### src/rtl/fetch_unit_pkg.sv
// Shared fetch-stage types and constants.
// Opcode values are also used by the control decoder.
package fetch_unit_pkg;

  typedef enum logic [1:0] {
    BOOT,
    FETCH,
    ISSUE,
    FAULT
  } fetch_state_e;

  localparam int unsigned INSTR_BYTES = 4;

  localparam logic [6:0] OP_RTYPE  = 7'b0110011;
  localparam logic [6:0] OP_IALU   = 7'b0010011;
  localparam logic [6:0] OP_STORE  = 7'b0100011;
  localparam logic [6:0] OP_LOAD   = 7'b0000011;
  localparam logic [6:0] OP_BRANCH = 7'b1100011;

endpackage

### src/rtl/fetch_next_pc.sv
// Next-PC selection: sequential or branch target.
// Flags targets that are not word aligned.
module fetch_next_pc (
  input  logic [31:0] pc_i,
  input  logic [31:0] off_i,
  input  logic        pcsrc_i,
  output logic [31:0] next_o,
  output logic        misaligned_o
);
  import fetch_unit_pkg::*;

  assign next_o = pcsrc_i ? pc_i + off_i
                          : pc_i + 32'(INSTR_BYTES);

  assign misaligned_o = |next_o[1:0];

endmodule

### src/rtl/fetch_unit.sv
// Instruction fetch stage: PC, req/ack memory port,
// instruction register, retire counter, misalign trap.
module fetch_unit #(
  parameter logic [31:0] RESET_PC = 32'h0000_0000
) (
  input  logic        clk,
  input  logic        rst_n,
  output logic        IMemReq,
  output logic [31:0] IMemAddr,
  input  logic        IMemAck,
  input  logic [31:0] IMemData,
  output logic [31:0] Instr,
  output logic [6:0]  OP,
  output logic [31:0] PC,
  output logic        InstrValid,
  input  logic        InstrReady,
  input  logic        PCsrc,
  input  logic [31:0] BranchOff,
  output logic        FetchFault,
  output logic [31:0] RetireCount
);
  import fetch_unit_pkg::*;

  fetch_state_e state_q, state_d;
  logic [31:0]  pc_q, pc_d;
  logic [31:0]  instr_q, instr_d;
  logic [31:0]  cnt_q, cnt_d;
  logic         valid_q, valid_d;
  logic         fault_q, fault_d;
  logic [31:0]  next_pc;
  logic         misaligned;

  fetch_next_pc u_next_pc (
    .pc_i         (pc_q),
    .off_i        (BranchOff),
    .pcsrc_i      (PCsrc),
    .next_o       (next_pc),
    .misaligned_o (misaligned)
  );

  always_ff @(posedge clk or negedge rst_n) begin
    if (!rst_n) begin
      state_q <= BOOT;
      pc_q    <= RESET_PC;
      instr_q <= '0;
      cnt_q   <= '0;
      valid_q <= 1'b0;
      fault_q <= 1'b0;
    end else begin
      state_q <= state_d;
      pc_q    <= pc_d;
      instr_q <= instr_d;
      cnt_q   <= cnt_d;
      valid_q <= valid_d;
      fault_q <= fault_d;
    end
  end

  always_comb begin
    state_d = state_q;
    pc_d    = pc_q;
    instr_d = instr_q;
    cnt_d   = cnt_q;
    valid_d = valid_q;
    fault_d = fault_q;
    unique case (state_q)
      BOOT: state_d = FETCH;
      FETCH: begin
        if (IMemAck) begin
          instr_d = IMemData;
          valid_d = 1'b1;
          state_d = ISSUE;
        end
      end
      ISSUE: begin
        if (InstrReady) begin
          valid_d = 1'b0;
          cnt_d   = cnt_q + 32'd1;
          // faulting instruction still retires
          if (misaligned) begin
            fault_d = 1'b1;
            state_d = FAULT;
          end else begin
            pc_d    = next_pc;
            state_d = FETCH;
          end
        end
      end
      FAULT: valid_d = 1'b0;
      default: state_d = BOOT;
    endcase
  end

  assign IMemReq     = (state_q == FETCH);
  assign IMemAddr    = pc_q;
  assign Instr       = instr_q;
  assign OP          = instr_q[6:0];
  assign PC          = pc_q;
  assign InstrValid  = valid_q;
  assign FetchFault  = fault_q;
  assign RetireCount = cnt_q;

endmodule

### config.mk
export PLATFORM = sky130hd
export DESIGN_NAME = fetch_unit
export DESIGN_NICKNAME = d
export VERILOG_FILES = /design/src/rtl/fetch_unit_pkg.sv /design/src/rtl/fetch_next_pc.sv /design/src/rtl/fetch_unit.sv
export SDC_FILE = /design/constraint.sdc
export NUM_CORES = 1
export LEC_CHECK = 0
export CORE_UTILIZATION = 45
export DETAILED_ROUTE_END_ITERATION = 8
export PLACE_DENSITY = 0.89
export SLEW_MARGIN = 0
export SYNTH_ARGS = -nofsm -noshare
export SYNTH_HDL_FRONTEND = slang
export SYNTH_SLANG_ARGS = --single-unit
### constraint.sdc
create_clock -name clk -period 5.4 [get_ports clk]
set_input_delay 1.35 -clock clk [delete_from_list [all_inputs] [get_ports clk]]
set_output_delay 1.35 -clock clk [all_outputs]
set_load 0.05 [all_outputs]
[Yosys cells after proc, flatten, opt, wreduce, memory -nomap -nowiden]
Cells that the tools add are included.
Storage, ports and cells
  register bits: 100
  bits of input ports: 69
  output and inout bits: 138
  word-level logic and storage cells: 33
Cells by class
  $add $sub $neg: 3
  equality and inequality tests: 5
  muxes and demuxes: 8
  bitwise logic cells: 1
  reduce and logical (&&, ||, !) cells: 10
Operators with widths (number)
  32-bit by 1-bit adder with 32-bit output, second input constant: 1
  32-bit by 3-bit adder with 32-bit output, second input constant: 1
  32-bit adder: 1
  32-bit two-way mux: 1
  3-bit AND reduction: 4
  2-bit two-way mux: 3
  2-bit one-hot mux with 3 select lines: 1
  3-bit nonzero test: 2
  2-bit equality test, second input constant: 2
  2-bit AND reduction: 2
  1-bit one-hot mux with 3 select lines: 1
  2-bit by 1-bit equality test with 1-bit output, second input constant: 1
  2-bit logical NOT: 1
  1-bit two-way mux: 2
  2-bit by 1-bit != test with 1-bit output, second input constant: 1
  2-bit != test, second input constant: 1
  2-bit OR reduction: 1
  1-bit inverter: 1

[Logic depth before layout (Yosys ltp)]
Gate-level depths: netlist of the first run.
  depth after elaboration: 6
  depth in mapped cells: 10
  mapped depth without buffers: 10

[Modules after synthesis]
Synthesis of the first run repeated with hierarchy kept, for this count alone.
Second synthesis, totals
  cell total of the unflattened synthesis: 713
  area total of the unflattened synthesis: 7079.3 µm²
Modules (own cells, without submodules)
  fetch_unit: instances 1, cells an instance 325, area an instance 4513.1 µm², seq. area each 2502.4 µm²
  fetch_next_pc: instances 1, cells an instance 388, area an instance 2566.2 µm², seq. area each 0.0 µm²

[Least setup slack after synthesis of the first run]
No wires, ideal clock.
  path kind: input to register
  start: input port BranchOff[0]
  end: register pc_q[26] (netlist: IMemAddr[26])
  setup time: 141 ps
  arrival time: 3385 ps
  data required time: 5259 ps
  path slack: 1874 ps
  stages on the path: 10
  path buffers: 0
  cells stage by stage: ha_1 -> fa_1 -> a21o_2 -> a221oi_2 -> o21bai_1 -> a21oi_2 -> o211a_1 -> o21ai_0 -> xnor2_1 -> a31oi_1
Between the ends
  word-level cells in the longest chain between the ends: 5
RTL lines
  start, declared: line fetch_unit.sv:18  | input logic [31:0] BranchOff,
  32-bit adder (*): line fetch_next_pc.sv:12  | assign next_o = pcsrc_i ? pc_i + off_i
  32-bit two-way mux (*): line fetch_next_pc.sv:12
  2-bit OR reduction: line fetch_next_pc.sv:15  | assign misaligned_o = |next_o[1:0];
  1-bit inverter (no line)
  3-bit AND reduction (no line)
  end signal, assigned: line fetch_unit.sv:51  | pc_q <= pc_d;
  end, declared: line fetch_unit.sv:25  | logic [31:0] pc_q, pc_d;
Mark *: on every way between the ends. The rest lies on a longest branch, timed or not.
A chain may end at the register's enable or synchronous reset.

[Worst setup path in the final report of the first run]
  start: input port BranchOff[0]
  end: register pc_q[31] (netlist: IMemAddr[31])
Same word-level chain as after synthesis.

==> results of run 1 <==
==> worst paths after layout <==
check,slack (ps),from,cells past startpoint,endpoint
setup / recovery,1440,BranchOff[0],11,IMemAddr[31]
hold / removal,480,FetchFault,1,FetchFault
setup reg to reg,2420,IMemAddr[0],10,IMemAddr[31]
hold reg to reg,480,FetchFault,1,FetchFault
max in group asynchronous,3280,rst_n,2,RetireCount[21]
min in group asynchronous,1060,rst_n,1,IMemAddr[23]
==> flip-flops by register name (all words and copies together) (netlist names) <==
| register | flops |
|---|---|
| RetireCount | 32 |
| InstrValid | 1 |
| IMemAddr | 32 |
| FetchFault | 1 |
| Instr | 32 |
| state_q | 2 |
==> critical path: cells and delay by family <==
family / cells / cell delay (ps)
AOI/OAI and AO/OA: 3 / 380
adders and majority gates: 2 / 620
buffers and inverters: 1 / 460
and+or+nand+nor: 5 / 1370
==> cell usage after synthesis, drive strengths merged, types with 3 or more instances <==
| cell type | n | area (um2) |
|---|---|---|
| a211oi | 8 | 65.1 |
| a21o | 13 | 100 |
| a21oi | 61 | 313 |
| a221oi | 3 | 32.5 |
| a31oi | 9 | 56.3 |
| and2 | 9 | 58.8 |
| and3 | 14 | 95.1 |
| and4 | 6 | 55.1 |
| buf | 45 | 317 |
| clkbuf | 14 | 93.8 |
| dfrtp | 100 | 2500 |
| ha | 38 | 475 |
| inv | 12 | 45.0 |
| mux2 | 34 | 383 |
| nand2 | 60 | 225 |
| nand2b | 6 | 37.5 |
| nand3 | 31 | 155 |
| nand4 | 12 | 75.1 |
| nor2 | 62 | 240 |
| nor2b | 3 | 18.8 |
| nor3 | 11 | 65.1 |
| nor4 | 3 | 18.8 |
| o21ai | 50 | 254 |
| o21bai | 4 | 30.0 |
| o22a | 3 | 26.3 |
| o22ai | 4 | 31.3 |
| or2 | 3 | 18.8 |
| or3 | 6 | 38.8 |
| xnor2 | 37 | 324 |
| xor2 | 19 | 166 |
==> power by group <==
part	leakage, nW	internal, W	switching, W	total [W]
combinational	2.29	0.00131	0.00230	0.00361
sequential	1.26	0.00100	0.000304	0.00130
clock	0.142	0.000334	0.000306	0.000640
total	3.70	0.00265	0.00291	0.00556
==> logic make-up after synthesis <==
family / Yosys count / synth area share
compound gates: 179 / 0.170
fa+ha+maj: 39 / 0.0747
mux: 35 / 0.0592
flops: 100 / 0.377
buf+inv: 71 / 0.0687
simple gates: 234 / 0.176
xor+xnor: 56 / 0.0739
==> per-layer routing <==
| layer | up-vias | track usage |
|---|---|---|
| li1 | 2862 | - |
| met1 | 2860 | 0.281 |
| met2 | 283 | 0.394 |
| met3 | 28 | 0.0415 |
| met4 | 0 | 0.0896 |
| met5 | - | 0 |
==> stage by stage <==
stage,setup slack [ps],hold WS (ps)
CTS,1430,487
finish,1440,478
floorplan,1870,576
global route,1190,503
detailed placement,1080,470
global placement,1130,438
==> layout by cell type, fill, tap and decap left out, types with 4 or more instances in the layout <==
master           Yosys  final
nor2_1              59     59
a31oi_1              9      9
ha_1                38     38
nand3_1             31     31
and3_1              11     11
mux2_2              34     34
a21oi_1             59     59
buf_4               39      6
nand4_1             12     12
xnor2_1             37     37
a211oi_1             7      7
clkdlybuf4s50_1      0    205
o21ai_0             46     46
nor3_1               9      9
dfrtp_1            100    100
or3_1                5      5
nand2_1             60     60
xor2_1              19     19
o21bai_1             4      4
and2_1               7      7
a21o_1              11     11
and4_1               4      4
clkbuf_16            0      9
inv_1               12     12
nand2b_1             6      6
==> layout make-up <==
class	count	area, um2
fill	1214	5640
tap	184	230
clock inverter	6	53.8
clock buffer	10	239
timing repair buffer	211	2100
sequential	100	2500
multi-input combinational	543	3680
inverter	12	45.0
==> flow_metrics.tcl, run 1 <==
set metrics [dict create \
    fin_util 0.611 \
    first_iter_violations 466 \
    vias_per_cell 5.66 \
    irDropWorstVdd_mv 0.451 \
    area_growth_pct 33.3 \
    outcome "finished clean" \
    cts_tree "yes" \
    crit_slowest_cell "nor2_1" \
    dp_hpwl_um 13200 \
    finalMaxSlewViolations 0 \
    ys.flop_type "dfrtp_1" \
    worst_pin_slew_ps 835 \
    stdcell_area_mm2 0.00884 \
    fmax_mhz 253 \
    wl_um 17400 \
    first_pass_iters 5 \
    worstHoldPathType "register to register" \
    antenna_found_initial 0 \
    cp.required_ps 5610 \
    start_kind "input pin" \
    grt_util_all_layers 0.228 \
    path_max_fanout 8 \
    ant_nets 0 \
    syn_area_mm2 0.00663 \
    io_pins 207 \
    cp-end-kind "register" \
    clk_pin_slew_ps 70 \
    rsz0062_at_grt "false" \
    powerDensity_mw_per_mm2 628 \
    wl_met2_um 8480 \
    async_flop_share 1.00 \
    dp.cells 1050 \
    crit_path_frequent_cell "nor2_1" \
    min_period_ps 3960 \
    synth_seq_area_share 0.377 \
    io_buffers 206 \
    start_util 0.458 \
    setup_tns_ps 0 \
    cts_root_buf "clkbuf_16" \
    hold_buffers 0 \
    post_cts_buffers 0 \
    cp_cell_sequence "clkdlybuf4s50_1, ha_1, fa_1, nor2_1, a21oi_1, nand2b_1, nor2_1, nand4_1, and3b_1, o21ai_1, o2111ai_1" \
    dieArea_mm2 0.0152 \
    syn_avg_cell_area_um2 9.29 \
    hold_viol 0 \
    stdcell_count 1066 \
    grt_pass1_wl_um 27500 \
    ys_ff_latch 100 \
    clock_sinks 100 \
    layout.nets 985 \
    slowest_delay_ps 510 \
    grt_remaining_overflow 0 \
    dr_wl_met3_um 1550 \
    coreArea_mm2 0.0145 \
    arrival_ps 4170 \
    slew-limit-headroom 0.442 \
    antenna_cells 0 \
    drt-met1-wl_um 7020 \
    clock_latency_ps 340 \
    synth_edf_count 0 \
    drv_cap 0 \
    synth_cells 714 \
    synth.distinct_cells 74 \
    routed.top_layer "met4" \
    die_w_um 123 \
    layout-drive-gt1-share 0.0930 \
    numCtsBuffers 9 \
    p_total_w 0.00556 \
    finalSetupViolCount 0 \
    vias 6033 \
    power.leakage_nw 3.70 \
    num_rows 44 \
    wl_per_cell_um 16.3 \
    critPathKind "input pin to register" \
    grt_max_degree 55 \
    ys_warn_count 0 \
    drc 0 \
    place.gp.congestion 0.883 \
    postPlaceCellArea_mm2 0.00855 \
    cts_buffer_depth 2 \
    grt_pass1_vias 5699 \
    finalCritPeriodShare 0.733 \
    syn_nets 822 \
    cts_resized 0 \
    htreeDepth 3 \
    finClkSkew_ps 9.93 \
    die_h_um 123 \
]
No activity file was read; power rests on OpenSTA's default activity.
==> inputs of run 2 (changes only) <==
Settings changed: CORE_UTILIZATION 45 to 43.
Clock period 5.4 ns to 3.4 ns, I/O delays scaled along.
==> run 2 against run 1 <==
  * Cell count up 2.4%
  * Clock-buffer cell count unchanged
  * Non-clock buffer count up 22
  * Clock power up 62%
  * Register-to-register slack worse by 1800 ps
  * Worst hold slack better by 3.6 ps
  * Sequential cell count unchanged
  * Wire length up 2.3%
  * Critical endpoint is now IMemAddr[18]
  * Largest power group unchanged
==> flow_metrics.tcl, run 2 (same netlist as run 1, synthesis figures left out) <==
set metrics [dict create \
    slew-limit-headroom 0.536 \
    die_h_um 126 \
    start_util 0.438 \
    cp-end-kind "register" \
    cts_resized 0 \
    htreeDepth 3 \
    crit_slowest_cell "clkdlybuf4s50_1" \
    switching_share 0.517 \
    stdcell_area_mm2 0.00903 \
    area_growth_pct 36.2 \
    hold_viol 0 \
    numCtsBuffers 9 \
    worstHoldPathType "register to register" \
    irDropWorstVdd_mv 0.696 \
    cp.required_ps 3630 \
    clkPwrFrac 0.116 \
    p_total_w 0.00896 \
    num_rows 45 \
    finalSetupViolCount 0 \
    io_pins 207 \
    clock_latency_ps 350 \
    wl_um 17800 \
    first_iter_violations 460 \
    worst_pin_slew_ps 696 \
    switchingPower_w 0.00464 \
    coreArea_mm2 0.0151 \
    layout_commonest_cell "clkdlybuf4s50_1" \
    dieArea_mm2 0.0159 \
    finClkSkew_ps 15.8 \
    finalCritPeriodShare 0.965 \
    die_w_um 126 \
    layout-drive-gt1-share 0.115 \
    first_pass_iters 5 \
    cts_tree "yes" \
    grt_util_all_layers 0.226 \
    wl_per_cell_um 16.3 \
    path_max_fanout 4 \
    critPathKind "input pin to register" \
    hold_buffers 0 \
    cp_cell_sequence "clkdlybuf4s50_1, ha_1, fa_1, a21o_2, a221oi_2, o21bai_1, a21oi_2, o21ai_0, xnor2_1, a211oi_1, nor2_1" \
    post_cts_buffers 0 \
    io_buffers 206 \
    start_kind "input pin" \
    vias_per_cell 5.66 \
    finalMaxSlewViolations 0 \
    cts_root_buf "clkbuf_16" \
    drc 0 \
    power.leakage_nw 3.81 \
    slowest_delay_ps 410 \
    rsz0062_at_grt "false" \
    clock_sinks 100 \
    min_period_ps 3280 \
    fmax_mhz 305 \
    ant_nets 0 \
    outcome "finished clean" \
    combPwrFrac 0.651 \
    grt_max_degree 54 \
    clk_pin_slew_ps 70 \
    dp_hpwl_um 13600 \
    vias 6185 \
    arrival_ps 3510 \
    cts_buffer_depth 2 \
    antenna_found_initial 0 \
    place.gp.congestion 0.957 \
    postPlaceCellArea_mm2 0.00873 \
    drv_cap 0 \
    final_cell_mix "clkdlybuf4s50_1, dfrtp_1, nand2_1" \
    grt_pass1_wl_um 28800 \
    hold_ws_ps 482 \
    seq_power_share 0.232 \
    grt_pass1_vias 5869 \
    powerDensity_mw_per_mm2 992 \
    layout.nets 1007 \
    grt_remaining_overflow 0 \
    p_int_w 0.00433 \
    antenna_cells 0 \
]
-- run 2: worst paths after layout --
check	startpoint	endpoint	slack, ps	cells past startpoint
worst min register to register	RetireCount[31]	RetireCount[31]	480	1
worst min-delay path	RetireCount[31]	RetireCount[31]	480	1
min in group asynchronous	rst_n	IMemAddr[21]	540	1
worst max register to register	IMemAddr[0]	IMemAddr[18]	580	10
worst max-delay path	BranchOff[0]	IMemAddr[18]	120	11
max in group asynchronous	rst_n	RetireCount[17]	2150	2
-- run 2: cell type report --
cell class | instances | area (um2)
timing repair buffer | 233 | 2270
clock inverter | 6 | 68.8
multi-input combinational | 543 | 3680
inverter | 12 | 45.0
tap | 188 | 235
sequential | 100 | 2500
clock buffer | 10 | 229
fill | 1257 | 6110
-- run 2: per-stage QoR --
| stage | setup slack, ps | utilization | setup TNS [ps] | cells |
|---|---|---|---|---|
| 2_1_floorplan | 374 | - | 0 | 714 |
| 3_3_place_gp | -164 | 0.577 | -1330 | 1076 |
| 3_5_place_dp | -220 | 0.577 | -2030 | 1076 |
| 4_1_cts | 136 | 0.596 | 0 | 1092 |
| 5_1_grt | 16.2 | 0.596 | 0 | 1092 |
| 6_report | 120 | 0.596 | 0 | 1092 |
-- run 2: layer usage --
| layer | routed length (um) | GRT usage |
|---|---|---|
| met1 | 7200 | 0.272 |
| met2 | 8850 | 0.399 |
| met3 | 1340 | 0.0467 |
| met4 | 395 | 0.0758 |
| met5 | 0 | 0 |
-- run 2: power groups by stage --
stage | registers, W | clock network, W | logic [W]
floorplan | 0.00335 | 0 | 0.00295
global placement | 0.00207 | 0 | 0.00573
detailed placement | 0.00210 | 0 | 0.00581
CTS | 0.00208 | 0.00107 | 0.00583
global route | 0.00214 | 0.00112 | 0.00616
finish | 0.00208 | 0.00104 | 0.00584
-- run 2: worst max-delay path, delay by kind of cell --
kind	cells	cell delay (ps)
adder cells (fa/ha/maj)	2	620
AO/OA/AOI/OAI	6	1390
AND/OR/NAND/NOR	1	80
XOR/XNOR	1	150
buffers and inverters	1	410
==> inputs of run 3 (changes only) <==
Settings changed: CAP_MARGIN set to 10, CTS_CLUSTER_SIZE set to 16.
==> results of run 3 <==
Final layout, timing and power as in run 2 (identical DEF).
